[config.mk]
export PLATFORM = sky130hd
export DESIGN_NAME = serial_adder
export DESIGN_NICKNAME = d
export VERILOG_FILES = /design/src/rtl/serial_adder.sv
export SDC_FILE = /design/constraint.sdc
export NUM_CORES = 1
export LEC_CHECK = 0
export CORE_MARGIN = 8
export CORE_UTILIZATION = 55
export CTS_BUF_LIST = sky130_fd_sc_hd__clkbuf_8
export DETAILED_ROUTE_END_ITERATION = 7
export PLACE_DENSITY = 0.86
export SKIP_LAST_GASP = 1
export SYNTH_ARGS = -nofsm -noshare
export SYNTH_HDL_FRONTEND = slang
export SYNTH_SLANG_ARGS = --single-unit
export TNS_END_PERCENT = 100
[constraint.sdc]
create_clock -name clk -period 2.9 [get_ports clk]
set_clock_uncertainty 0.1 [all_clocks]
set_input_delay 0.435 -clock clk [delete_from_list [all_inputs] [get_ports clk]]
set_output_delay 0.435 -clock clk [all_outputs]
set_load 0.1 [all_outputs]
[src/rtl/serial_adder.sv]
// Bit-serial adder/subtractor: one full-adder slice and a registered carry,
// processing WIDTH-bit operands LSB first between two valid/ready handshakes.
module serial_adder #(
    parameter int WIDTH = 8
) (
    input  logic             clk,
    input  logic             rst_n,
    input  logic             in_valid,
    output logic             in_ready,
    input  logic [WIDTH-1:0] a,
    input  logic [WIDTH-1:0] b,
    input  logic             cin,
    input  logic             sub,
    output logic             out_valid,
    input  logic             out_ready,
    output logic [WIDTH-1:0] result,
    output logic             cout,
    output logic             overflow
);

    localparam int CNT_W = $clog2(WIDTH);

    localparam logic [1:0] IDLE = 2'd0;
    localparam logic [1:0] CALC = 2'd1;
    localparam logic [1:0] DONE = 2'd2;

    localparam logic [CNT_W-1:0] CNT_LAST = CNT_W'(WIDTH - 1);
    localparam logic [CNT_W-1:0] CNT_ONE  = CNT_W'(1);

    // Returns {carry, sum} of a single full-adder slice.
    function automatic logic [1:0] full_add(input logic x, input logic y, input logic ci);
        return {(x & y) | (x & ci) | (y & ci), x ^ y ^ ci};
    endfunction

    logic [1:0]       state_r, state_s;
    logic [WIDTH-1:0] a_r, a_s;
    logic [WIDTH-1:0] b_r, b_s;
    logic [WIDTH-1:0] sum_r, sum_s;
    logic             carry_r, carry_s;
    logic [CNT_W-1:0] cnt_r, cnt_s;
    logic [WIDTH-1:0] result_r, result_s;
    logic             cout_r, cout_s;
    logic             ovf_r, ovf_s;
    logic [1:0]       slice_s;

    // Next-state and datapath logic for the three-state sequencer.
    always_comb begin
        state_s  = state_r;
        a_s      = a_r;
        b_s      = b_r;
        sum_s    = sum_r;
        carry_s  = carry_r;
        cnt_s    = cnt_r;
        result_s = result_r;
        cout_s   = cout_r;
        ovf_s    = ovf_r;
        slice_s  = full_add(a_r[0], b_r[0], carry_r);
        case (state_r)
            IDLE: begin
                if (in_valid) begin
                    // Subtraction is a + ~b + ~cin, so the borrow-in is inverted too.
                    a_s     = a;
                    b_s     = sub ? ~b : b;
                    carry_s = sub ? ~cin : cin;
                    sum_s   = {WIDTH{1'b0}};
                    cnt_s   = {CNT_W{1'b0}};
                    state_s = CALC;
                end else begin
                    state_s = IDLE;
                end
            end
            CALC: begin
                a_s     = {1'b0, a_r[WIDTH-1:1]};
                b_s     = {1'b0, b_r[WIDTH-1:1]};
                sum_s   = {slice_s[0], sum_r[WIDTH-1:1]};
                carry_s = slice_s[1];
                cnt_s   = cnt_r + CNT_ONE;
                if (cnt_r == CNT_LAST) begin
                    // carry_r here is the carry into the MSB slice.
                    result_s = {slice_s[0], sum_r[WIDTH-1:1]};
                    cout_s   = slice_s[1];
                    ovf_s    = carry_r ^ slice_s[1];
                    state_s  = DONE;
                end else begin
                    state_s = CALC;
                end
            end
            DONE: begin
                if (out_ready) begin
                    state_s = IDLE;
                end else begin
                    state_s = DONE;
                end
            end
            default: begin
                state_s = IDLE;
            end
        endcase
    end

    // State, datapath and output registers with synchronous active-low reset.
    always_ff @(posedge clk) begin
        if (!rst_n) begin
            state_r  <= IDLE;
            a_r      <= {WIDTH{1'b0}};
            b_r      <= {WIDTH{1'b0}};
            sum_r    <= {WIDTH{1'b0}};
            carry_r  <= 1'b0;
            cnt_r    <= {CNT_W{1'b0}};
            result_r <= {WIDTH{1'b0}};
            cout_r   <= 1'b0;
            ovf_r    <= 1'b0;
        end else begin
            state_r  <= state_s;
            a_r      <= a_s;
            b_r      <= b_s;
            sum_r    <= sum_s;
            carry_r  <= carry_s;
            cnt_r    <= cnt_s;
            result_r <= result_s;
            cout_r   <= cout_s;
            ovf_r    <= ovf_s;
        end
    end

    assign in_ready  = (state_r == IDLE);
    assign out_valid = (state_r == DONE);
    assign result    = result_r;
    assign cout      = cout_r;
    assign overflow  = ovf_r;

endmodule
Word level (Yosys, flattened, before mapping)
Index checks and enable logic that the tools add are counted.
{"block": "totals", "input_bits": 22, "output_inout_bits": 12, "reg_bits": 40, "wordCells": 44}
{"block": "classes", "addsub": 1, "n_reduce_logical": 4, "n_bitwise": 10, "n_eq_ne": 4, "muxes": 16}
{"operator": "$pmux 8 s2", "n": 3}
{"operator": "$mux 8", "n": 4}
{"operator": "$not 8->8", "n": 1}
{"operator": "$pmux 2 s3", "n": 1}
{"operator": "$pmux 3 s2", "n": 1}
{"operator": "$mux 2", "n": 2}
{"operator": "$reduce_and 2->1", "n": 2}
{"operator": "$add 3x1->3 const B", "n": 1}
{"operator": "$and 1x1->1", "n": 3}
{"operator": "$eq 3x3->1 const B", "n": 1}
{"operator": "$mux 1", "n": 3}
{"operator": "$mux 3", "n": 1}
{"operator": "$xor 1x1->1", "n": 3}
{"operator": "$eq 2x1->1 const B", "n": 1}
{"operator": "$eq 2x2->1 const B", "n": 1}
{"operator": "$logic_not 2->1", "n": 1}
{"operator": "$ne 2x2->1 const B", "n": 1}
{"operator": "$or 1x1->1", "n": 2}
{"operator": "$pmux 1 s2", "n": 1}
{"operator": "$reduce_bool 2->1", "n": 1}
{"operator": "$not 1->1", "n": 1}

Longest topological paths before layout
Gate-level depths: netlist (run 1).
{"block": "depth", "ltp_word": 4, "mapped_depth": 6, "ltp_nobuf": 5}

Worst setup path after synthesis (run 1)
No wires, ideal clock.
{"block": "synth_path", "path_kind": "reg-to-output", "from": "register state_r[0]", "to": "output port in_ready", "t_required_ns": 2.365, "stages_incl_launch_ff": 4, "arrival_time_ns": 1.862, "slack_ns": 0.503, "n_path_buf": 2, "cell_sequence": "dfxtp_1 buf_4 buf_4 nor2_1"}
{"block": "synth_between", "elab_chain_len": 1}
{"item": "start: declaration", "line_no": "35", "text": "logic [1:0] state_r, state_s;"}
{"item": "start signal: assignment", "line_no": "114", "text": "state_r <= state_s;"}
{"item": "$logic_not 2->1", "line_no": "126", "text": "assign in_ready = (state_r == IDLE);"}
{"item": "end: declaration", "line_no": "9", "text": "output logic in_ready,"}
Every way passes these cells.

Worst setup path after layout (run 1)
{"block": "layout_path", "from": "register state_r[1]", "to": "output port out_valid"}
{"block": "layout_between", "elab_chain_len": 1}
{"item": "$eq 2x2->1", "line_no": "127", "text": "assign out_valid = (state_r == DONE);"}
{"item": "end: declaration", "line_no": "14", "text": "output logic out_valid,"}
Every way passes these cells.

==> results.cfg, run 1 <==
[pwr]
swShare_pct = 24.4
p_seq_share_pct = 54.8
ir_drop_v = 0.000281
power_mw = 1.04
clkPwrFrac_pct = 31.3
p_int_uw = 788
power_frac_comb_pct = 13.9
p_sw_uw = 254
power_density_nw_per_um2 = 488
leakagePower_nw = 0.881

[worst_setup_path]
critPathMaxFanout = 9
cpMaxStageDelayCell = dfxtp_1
path_class = reg -> out
endpoint_kind = output pin
reg2reg_slack_ns = 1.15
slowest_delay_ns = 0.49
worst_ep_required_time_ns = 2.37
r2r_cells = 4
r2r-start = state_r[0]$_SDFF_PN0_
timing.rr.end = cnt_r[0]$_SDFFE_PN0P_
cp_cell_sequence = nor2b_1, buf_4
start_kind = flop
arrival_ns = 1.28

[clock_network]
cts_buffer_depth = 2
cts_max_level = 2
cts_resized = 0
worstSkewPairLatency_ns = 0.29
hold_buffers = 0
cts_root_buf = clkbuf_8
cts_tree = done
clock_sinks = 39
cts_setup_buffers = 0
clkTransAtPathRegs_ns = 0.07
cts_buffers = 5

[timing]
setup_viol = 0
relSlewSlack_pct = 45.0
setup_slack_ns = 1.09
hold_violations = 0
rsz0062_at_grt = false
timing.fmax_mhz = 552
fin_tns_setup_ns = 0
finalCriticalPeriod_ns = 1.81
tightest_slew_ns = 0.824
period_share_pct = 62.5
finalMaxSlewViolations = 0

[global_routing]
grtUsageTotal_pct = 13.3
antenna_found_initial = 0
grt_start_max_net_pins = 49
grt_overflow = 0
grt_pass1_vias = 1373
grt_pass1_wl_um = 5580

[floorplan]
core_um2 = 3080
ios = 34
die_x_um = 73.3
core.rowCount = 20
chipHeight_um = 73.3
initial_core_util_pct = 58.6
dieArea_um2 = 5370

[finish]
final_cell_count_no_fill = 249
fin_util_pct = 69.5
syn2layout_area_growth_pct = 18.6
drive_gt1_share_pct = 16.6
most-common-layout-cells = 39 x dfxtp_1, 26 x nand2_1, 21 x clkdlybuf4s50_1, 16 x nand3_1
nets = 231
layout_commonest_cell = dfxtp_1
antenna_cells = 0

[synth]
async_flop_share_pct = 0
syn_nets = 203
avgSynthCellArea_um2 = 10.1
postSynthCellCount = 178
seq_area_frac_synth_pct = 43.3
synth-main-ff-cell = dfxtp_1
synth.area.top_cells = dfxtp_1 43%, o211ai_2 5.6%, nand2_1 5.4%
ys_ff_latch = 39
synth.largest_area_cell = dfxtp_1
yosysWarnings = 0
netlist_area_um2 = 1800
synth_top_cell_area_share_pct = 43.3
synth_edf_count = 0
synth.distinct_cells = 31

[placed_design]
place_inst = 243
port-buffer-count = 33
hpwl_um = 2450
gp_congestion = 0.804
dpl_worst_slack_ns = 0.830

[routing]
drt_wl_total_um = 3350
avgRoutedWirePerCell_um = 13.4
routed_via_density = 5.53
ant_nets = 0
first_pass_iters = 4
drtIter0Drc = 78
route.detailed.drc = 0
dr_total_vias = 1377

[hold_path]
worstHoldEndpoint = cout$_SDFFE_PN0P_
hold_depth = 2
min-delay-start = cout$_SDFFE_PN0P_
hp-class = reg -> reg

[flow_run]
maxCapViolCount = 0

[run_status]
status = completed
[worst max-delay path: cells and delay by family, from the launching register on]
kind | cells | cell delay, ns
AND/OR/NAND/NOR | 1 | 0.20
flip-flops | 1 | 0.49
buffers and inverters | 1 | 0.30
[through the flow]
step / instance area, um2 / hold slack [ns]
after global routing: 2140 / 0.386
final: 2140 / 0.354
after floorplan: 1800 / 0.331
after CTS: 2140 / 0.357
after detailed placement: 2070 / 0.348
after global placement: 2070 / 0.342
[cell families (layout without fill, tap and decap cells)]
family | Yosys count | after routing | share of synthesized area, %
and+or+nand+nor | 63 | 63 | 18.0
DFF | 39 | 39 | 43.3
AOI/OAI and AO/OA | 39 | 39 | 20.2
adders and majority gates | 3 | 3 | 2.50
buffers and inverters | 15 | 42 | 6.18
muxes | 9 | 9 | 5.00
xor gates and xnor gates | 10 | 10 | 4.86
[power by group through the flow]
stage / clock network, mW / registers [mW] / logic (mW)
finish: 0.326 / 0.572 / 0.145
global route: 0.357 / 0.574 / 0.155
CTS: 0.334 / 0.572 / 0.145
detailed placement: 0 / 0.583 / 0.144
global placement: 0 / 0.582 / 0.139
floorplan: 0 / 0.580 / 0.110
[worst max path at each step]
stage                             to  slack, ns                   from
3_3_place_gp   cnt_r[2]$_SDFFE_PN0P_       0.87               in_valid
5_1_grt                    out_valid       1.01  state_r[1]$_SDFF_PN0_
2_1_floorplan               in_ready       0.50  state_r[0]$_SDFF_PN0_
6_report                   out_valid       1.09  state_r[1]$_SDFF_PN0_
4_1_cts                    out_valid       1.09  state_r[1]$_SDFF_PN0_
3_5_place_dp   sum_r[3]$_SDFFE_PN0P_       0.83               in_valid
[sequential cells by signal, indices dropped and copies added, names as in the netlist]
signal / count
a_r: 8
b_r: 8
result: 8
sum_r: 7
cnt_r: 3
state_r: 2
carry_r: 1
cout: 1
overflow: 1
[metal layers]
metal | vias to the layer above | share of wire [%] | global-route usage (%)
li1 | 675 | - | -
met1 | 655 | 44 | 12.8
met2 | 38 | 48 | 23.8
met3 | 9 | 4.9 | 3.95
met4 | 0 | 2.7 | 8.89
met5 | - | 0 | 0
[layout make-up]
type,instances,area [um2]
Fill cell,253,940
Multi-Input combinational cell,124,911
Sequential cell,39,781
Timing Repair Buffer,35,315
Clock buffer,5,68.8
Tap cell,44,55.1
Clock inverter,1,3.75
Inverter,1,3.75
[cells in the mapped netlist (2+ instances only)]
cell type / number
mux2i_1: 9
nor2b_1: 14
buf_1: 2
buf_4: 2
a21boi_1: 9
clkbuf_1: 2
buf_6: 6
nand2_1: 26
xnor2_1: 9
o211ai_2: 8
o211a_1: 8
dfxtp_1: 39
a22oi_1: 10
ha_1: 2
nand3_1: 16
(Power assumes the default switching activity.)
==> inputs of run 2 (changes only) <==
--- a/config.mk
+++ b/config.mk
@@ -6,10 +6,10 @@
 export NUM_CORES = 1
 export LEC_CHECK = 0
 export CORE_MARGIN = 8
-export CORE_UTILIZATION = 55
+export CORE_UTILIZATION = 53
 export CTS_BUF_LIST = sky130_fd_sc_hd__clkbuf_8
 export DETAILED_ROUTE_END_ITERATION = 7
-export PLACE_DENSITY = 0.86
+export PLACE_DENSITY = 0.83
 export SKIP_LAST_GASP = 1
 export SYNTH_ARGS = -nofsm -noshare
 export SYNTH_HDL_FRONTEND = slang
==> constraint.sdc (replaced) <==
create_clock -name clk -period 1.75 [get_ports clk]
set_clock_uncertainty 0.1 [all_clocks]
set_input_delay 0.2625 -clock clk [delete_from_list [all_inputs] [get_ports clk]]
set_output_delay 0.2625 -clock clk [all_outputs]
set_load 0.1 [all_outputs]
==> run 2 against run 1 <==
Against the previous run:
- die area is 2.9% higher
- first-iteration DRC count is 17% higher
- flip-flop and latch count stayed put
- sequential power is 66% higher
- final area is 9.7% higher
- highest routed layer unchanged
==> results.cfg, run 2 (synthesis results as in run 1) <==
[run_status]
status = completed

[flow_run]
maxCapViolCount = 0

[worst_setup_path]
reg2reg_slack_ns = 0.11
critPathMaxFanout = 9
path_class = reg -> out
endpoint_kind = output pin
timing.rr.end = sum_r[5]$_SDFFE_PN0P_
worst_ep_required_time_ns = 1.39
r2r-start = state_r[0]$_SDFF_PN0_
start_kind = flop
r2r_cells = 3
arrival_ns = 1.31

[floorplan]
dieArea_um2 = 5520
chipHeight_um = 74.3
core_um2 = 3310
die_x_um = 74.3
ios = 34
core.rowCount = 21
initial_core_util_pct = 54.5

[clock_network]
cts_setup_buffers = 0
cts_root_buf = clkbuf_8
clock_sinks = 39
cts_buffers = 5
cts_resized = 0
cts_tree = done
cts_buffer_depth = 2
cts_max_level = 2
clkTransAtPathRegs_ns = 0.07
hold_buffers = 0
worstSkewPairLatency_ns = 0.29

[global_routing]
grtUsageTotal_pct = 14.4
grt_pass1_vias = 1449
antenna_found_initial = 0
grt_overflow = 0
grt_start_max_net_pins = 21
grt_pass1_wl_um = 6130

[hold_path]
hp-class = reg -> reg
worstHoldEndpoint = result[0]$_SDFFE_PN0P_
hold_depth = 2
min-delay-start = sum_r[1]$_SDFFE_PN0P_

[routing]
ant_nets = 0
route.detailed.drc = 0
dr_total_vias = 1373
drtIter0Drc = 91
drt_wl_total_um = 3560
first_pass_iters = 4
avgRoutedWirePerCell_um = 13.8
routed_via_density = 5.34

[placed_design]
gp_congestion = 0.754
place_inst = 249
port-buffer-count = 33
hpwl_um = 2670

[timing]
period_share_pct = 95.6
fin_tns_setup_ns = 0
rsz0062_at_grt = true
hold_violations = 0
finalCriticalPeriod_ns = 1.67
timing.fmax_mhz = 597
tightest_slew_ns = 0.855
finalMaxSlewViolations = 0
setup_viol = 0
relSlewSlack_pct = 43.0

[pwr]
ir_drop_v = 0.000547
leakagePower_nw = 0.947
power_density_nw_per_um2 = 751
power_mw = 1.76

[finish]
antenna_cells = 0
final_cell_count_no_fill = 257
nets = 235
layout_commonest_cell = dfxtp_1
most-common-layout-cells = 39 x dfxtp_1, 26 x nand2_1, 21 x clkdlybuf4s50_1, 16 x nand3_1, 13 x nor2b_1
drive_gt1_share_pct = 19.4
syn2layout_area_growth_pct = 30.0
num-fill-cells = 272
## run 2: final cells by class
class                      count  area [um2]  share of cell area [%]
clock inverter                 3        12.5                   0.534
inverter                       1        3.75                   0.160
timing repair buffer          39         495                    21.1
tap                           46        57.6                    2.45
multi-input combinational    124         926                    39.5
sequential                    39         781                    33.3
clock buffer                   5        68.8                    2.93
## run 2: where the power goes
| part | switching, mW | internal (mW) | leakage, nW |
|---|---|---|---|
| Sequential | 0.0260 | 0.925 | 0.318 |
| Combinational | 0.119 | 0.133 | 0.578 |
| Clock | 0.290 | 0.267 | 0.0505 |
| Total | 0.436 | 1.32 | 0.947 |
## run 2: worst max path at each step
stage / to / slack, ns / cells past startpoint / startpoint
finish: out_valid / 0.08 / 3 / state_r[0]$_SDFF_PN0_
CTS: out_valid / 0.06 / 3 / state_r[0]$_SDFF_PN0_
floorplan: state_r[1]$_SDFF_PN0_ / 0.23 / 3 / state_r[1]$_SDFF_PN0_
detailed placement: b_r[7]$_SDFFE_PN0P_ / -0.20 / 4 / in_valid
global route: sum_r[6]$_SDFFE_PN0P_ / -0.01 / 3 / state_r[0]$_SDFF_PN0_
global placement: cnt_r[1]$_SDFFE_PN0P_ / -0.08 / 4 / in_valid
## run 2: layer usage
layer	wire length [um]	share of wire (%)	GRT usage, %	up-vias
met5	0	0	0	-
met4	72	2.0	6.52	0
met3	116	3.3	4.99	8
met2	1860	52	26.1	23
met1	1500	42	14.5	654
li1	-	-	-	688
## run 2: worst max-delay path, cell delays in order, from the launching register on
cell	delay, ns
dfxtp_1	0.50
buf_4	0.28
nor2b_4	0.07
buf_12	0.16
## run 2: metrics by stage
stage	utilization (%)	area, um2	hold WS (ns)	setup WS, ns
after floorplan	-	1820	0.331	0.232
after global placement	68.4	2260	0.348	-0.0832
after detailed placement	68.4	2260	0.359	-0.201
after CTS	70.8	2340	0.368	0.0598
after global routing	70.8	2340	0.396	-0.0145
final	70.8	2340	0.365	0.0763
==> inputs of run 3 (changes only) <==
--- a/config.mk
+++ b/config.mk
@@ -5,7 +5,7 @@
 export SDC_FILE = /design/constraint.sdc
 export NUM_CORES = 1
 export LEC_CHECK = 0
-export CORE_MARGIN = 8
+export CORE_MARGIN = 3
 export CORE_UTILIZATION = 53
 export CTS_BUF_LIST = sky130_fd_sc_hd__clkbuf_8
 export DETAILED_ROUTE_END_ITERATION = 7
==> run 3 against run 2 <==
Against the previous run:
- critical path depth is 1 higher
- sequential share of layout area is 0.81 points lower
- register-to-register slack better by 0.04 ns
- flip-flop and latch count stayed put
- clock-buffer cell count is 1 higher
- worst hold slack better by 0.011 ns
- largest power group unchanged
- highest routed layer unchanged
==> results.cfg, run 3 (synthesis results as in run 1) <==
[global_routing]
grt_start_max_net_pins = 21
antenna_found_initial = 0
grt_overflow = 0
grt_pass1_wl_um = 6490
grt_pass1_vias = 1436
grtUsageTotal_pct = 20.3

[clock_network]
cts_buffers = 5
clock_sinks = 39
cts_buffer_depth = 2
worstSkewPairLatency_ns = 0.30
clkTransAtPathRegs_ns = 0.08
cts_max_level = 2
cts_root_buf = clkbuf_8
cts_setup_buffers = 0
cts_tree = done

[hold_path]
hp-class = reg -> reg
min-delay-start = sum_r[5]$_SDFFE_PN0P_
hold_depth = 2

[routing]
routed_via_density = 5.50
first_pass_iters = 4
drt_wl_total_um = 3670
dr_total_vias = 1414
avgRoutedWirePerCell_um = 14.3
route.detailed.drc = 0
ant_nets = 0
drtIter0Drc = 76

[pwr]
power_frac_comb_pct = 13.2
p_seq_share_pct = 47.5
power_density_nw_per_um2 = 830
clkPwrFrac_pct = 39.2
p_int_mw = 1.53
swShare_pct = 23.6
p_sw_uw = 473
leakagePower_nw = 0.971
ir_drop_v = 0.000510

[finish]
layout_commonest_cell = dfxtp_1
drive_gt1_share_pct = 21.6
nets = 237
antenna_cells = 0
most-common-layout-cells = 38 x dfxtp_1, 26 x nand2_1, 21 x clkdlybuf4s50_1, 16 x nand3_1
syn2layout_area_growth_pct = 33.5
stdcell_area_um2 = 2410

[floorplan]
chipHeight_um = 64.3
dieArea_um2 = 4140
core.rowCount = 20
ios = 34
initial_core_util_pct = 57.2
core_um2 = 3150
die_x_um = 64.3

[timing]
hold_violations = 0
fin_tns_setup_ns = 0
rsz0062_at_grt = false
setup_slack_ns = 0.0557
period_share_pct = 96.8
finalMaxSlewViolations = 0
tightest_slew_ns = 0.746
setup_viol = 0
relSlewSlack_pct = 50.0
timing.fmax_mhz = 590
finalCriticalPeriod_ns = 1.69

[worst_setup_path]
r2r_cells = 5
critPathMaxFanout = 8
path_class = reg -> out
slowest_delay_ns = 0.35
worst_ep_required_time_ns = 1.39
crit_family = buffers and inverters
worst-path-stages = 4
startpoint = state_r[0]$_SDFF_PN0_
cp_cell_sequence = buf_4, buf_4, nor2b_4, buf_12
endpoint_kind = output pin
start_kind = flop
crit_buf_inv = 3
crit_top_cell = buf_4
arrival_ns = 1.33
cpMaxStageDelayCell = dfxtp_2
r2r-start = cnt_r[1]$_SDFFE_PN0P_

[placed_design]
gp_congestion = 0.764
hpwl_um = 2600
place_area_um2 = 2290
port-buffer-count = 33
dpl_worst_slack_ns = 0.0227

[run_status]
status = completed

[flow_run]
maxCapViolCount = 0
-- run 3: cell count changes in the layout (fill, tap and decap cells not counted), sizes merged --
cell and change:
buf +2, bufinv +1, clkbuf +1, inv -2
-- run 3: worst reg2reg max path, cell delays in order (launching register included) --
cell	delay [ns]
dfxtp_1	0.36
ha_1	0.16
ha_1	0.19
and3b_1	0.45
nand2_1	0.10
o211a_1	0.14
-- run 3: metrics by stage --
stage / utilization (%) / hold slack, ns / total power, mW / instances
3_5_place_dp: 72.6 / 0.366 / 1.23 / 249
4_1_cts: 76.3 / 0.377 / 2.00 / 257
2_1_floorplan: - / 0.331 / 1.15 / 178
5_1_grt: 76.3 / 0.394 / 2.06 / 257
6_report: 76.3 / 0.376 / 2.00 / 257
3_3_place_gp: 72.6 / 0.346 / 1.22 / 249
-- run 3: path summary, 6_finish.rpt --
check / end / slack, ns
setup / recovery: out_valid / 0.06
hold reg to reg: result[4]$_SDFFE_PN0P_ / 0.38
setup reg to reg: overflow$_SDFFE_PN0P_ / 0.15
hold / removal: result[4]$_SDFFE_PN0P_ / 0.38
-- run 3: power by group through the flow --
stage / registers [mW] / logic (mW) / clock network, mW
floorplan: 0.961 / 0.185 / 0
global placement: 0.967 / 0.252 / 0
detailed placement: 0.969 / 0.263 / 0
CTS: 0.950 / 0.266 / 0.789
global route: 0.955 / 0.290 / 0.819
finish: 0.950 / 0.265 / 0.784
-- run 3: area by class of cell --
type	instances	area, um2
Inverter	1	3.75
Clock inverter	2	35.0
Multi-Input combinational cell	124	926
Tap cell	44	55.1
Sequential cell	39	782
Fill cell	233	746
Clock buffer	6	82.6
Timing Repair Buffer	41	523
-- run 3: what timing repair did --
item / in CTS / in global routing
endpoints found under the hold margin: 0 / 0
hold buffers: 0 / 0
resized for setup: 0 / 1
endpoints found under the setup margin: 0 / 1
-- run 3: metal layers --
| layer | up-vias | GRT usage (%) | share of wire (%) |
|---|---|---|---|
| met2 | 46 | 35.1 | 53 |
| met1 | 666 | 22.0 | 38 |
| met4 | 0 | 13.2 | 4.0 |
| met5 | - | 0 | 0 |
| met3 | 15 | 4.57 | 5.2 |
| li1 | 687 | - | - |
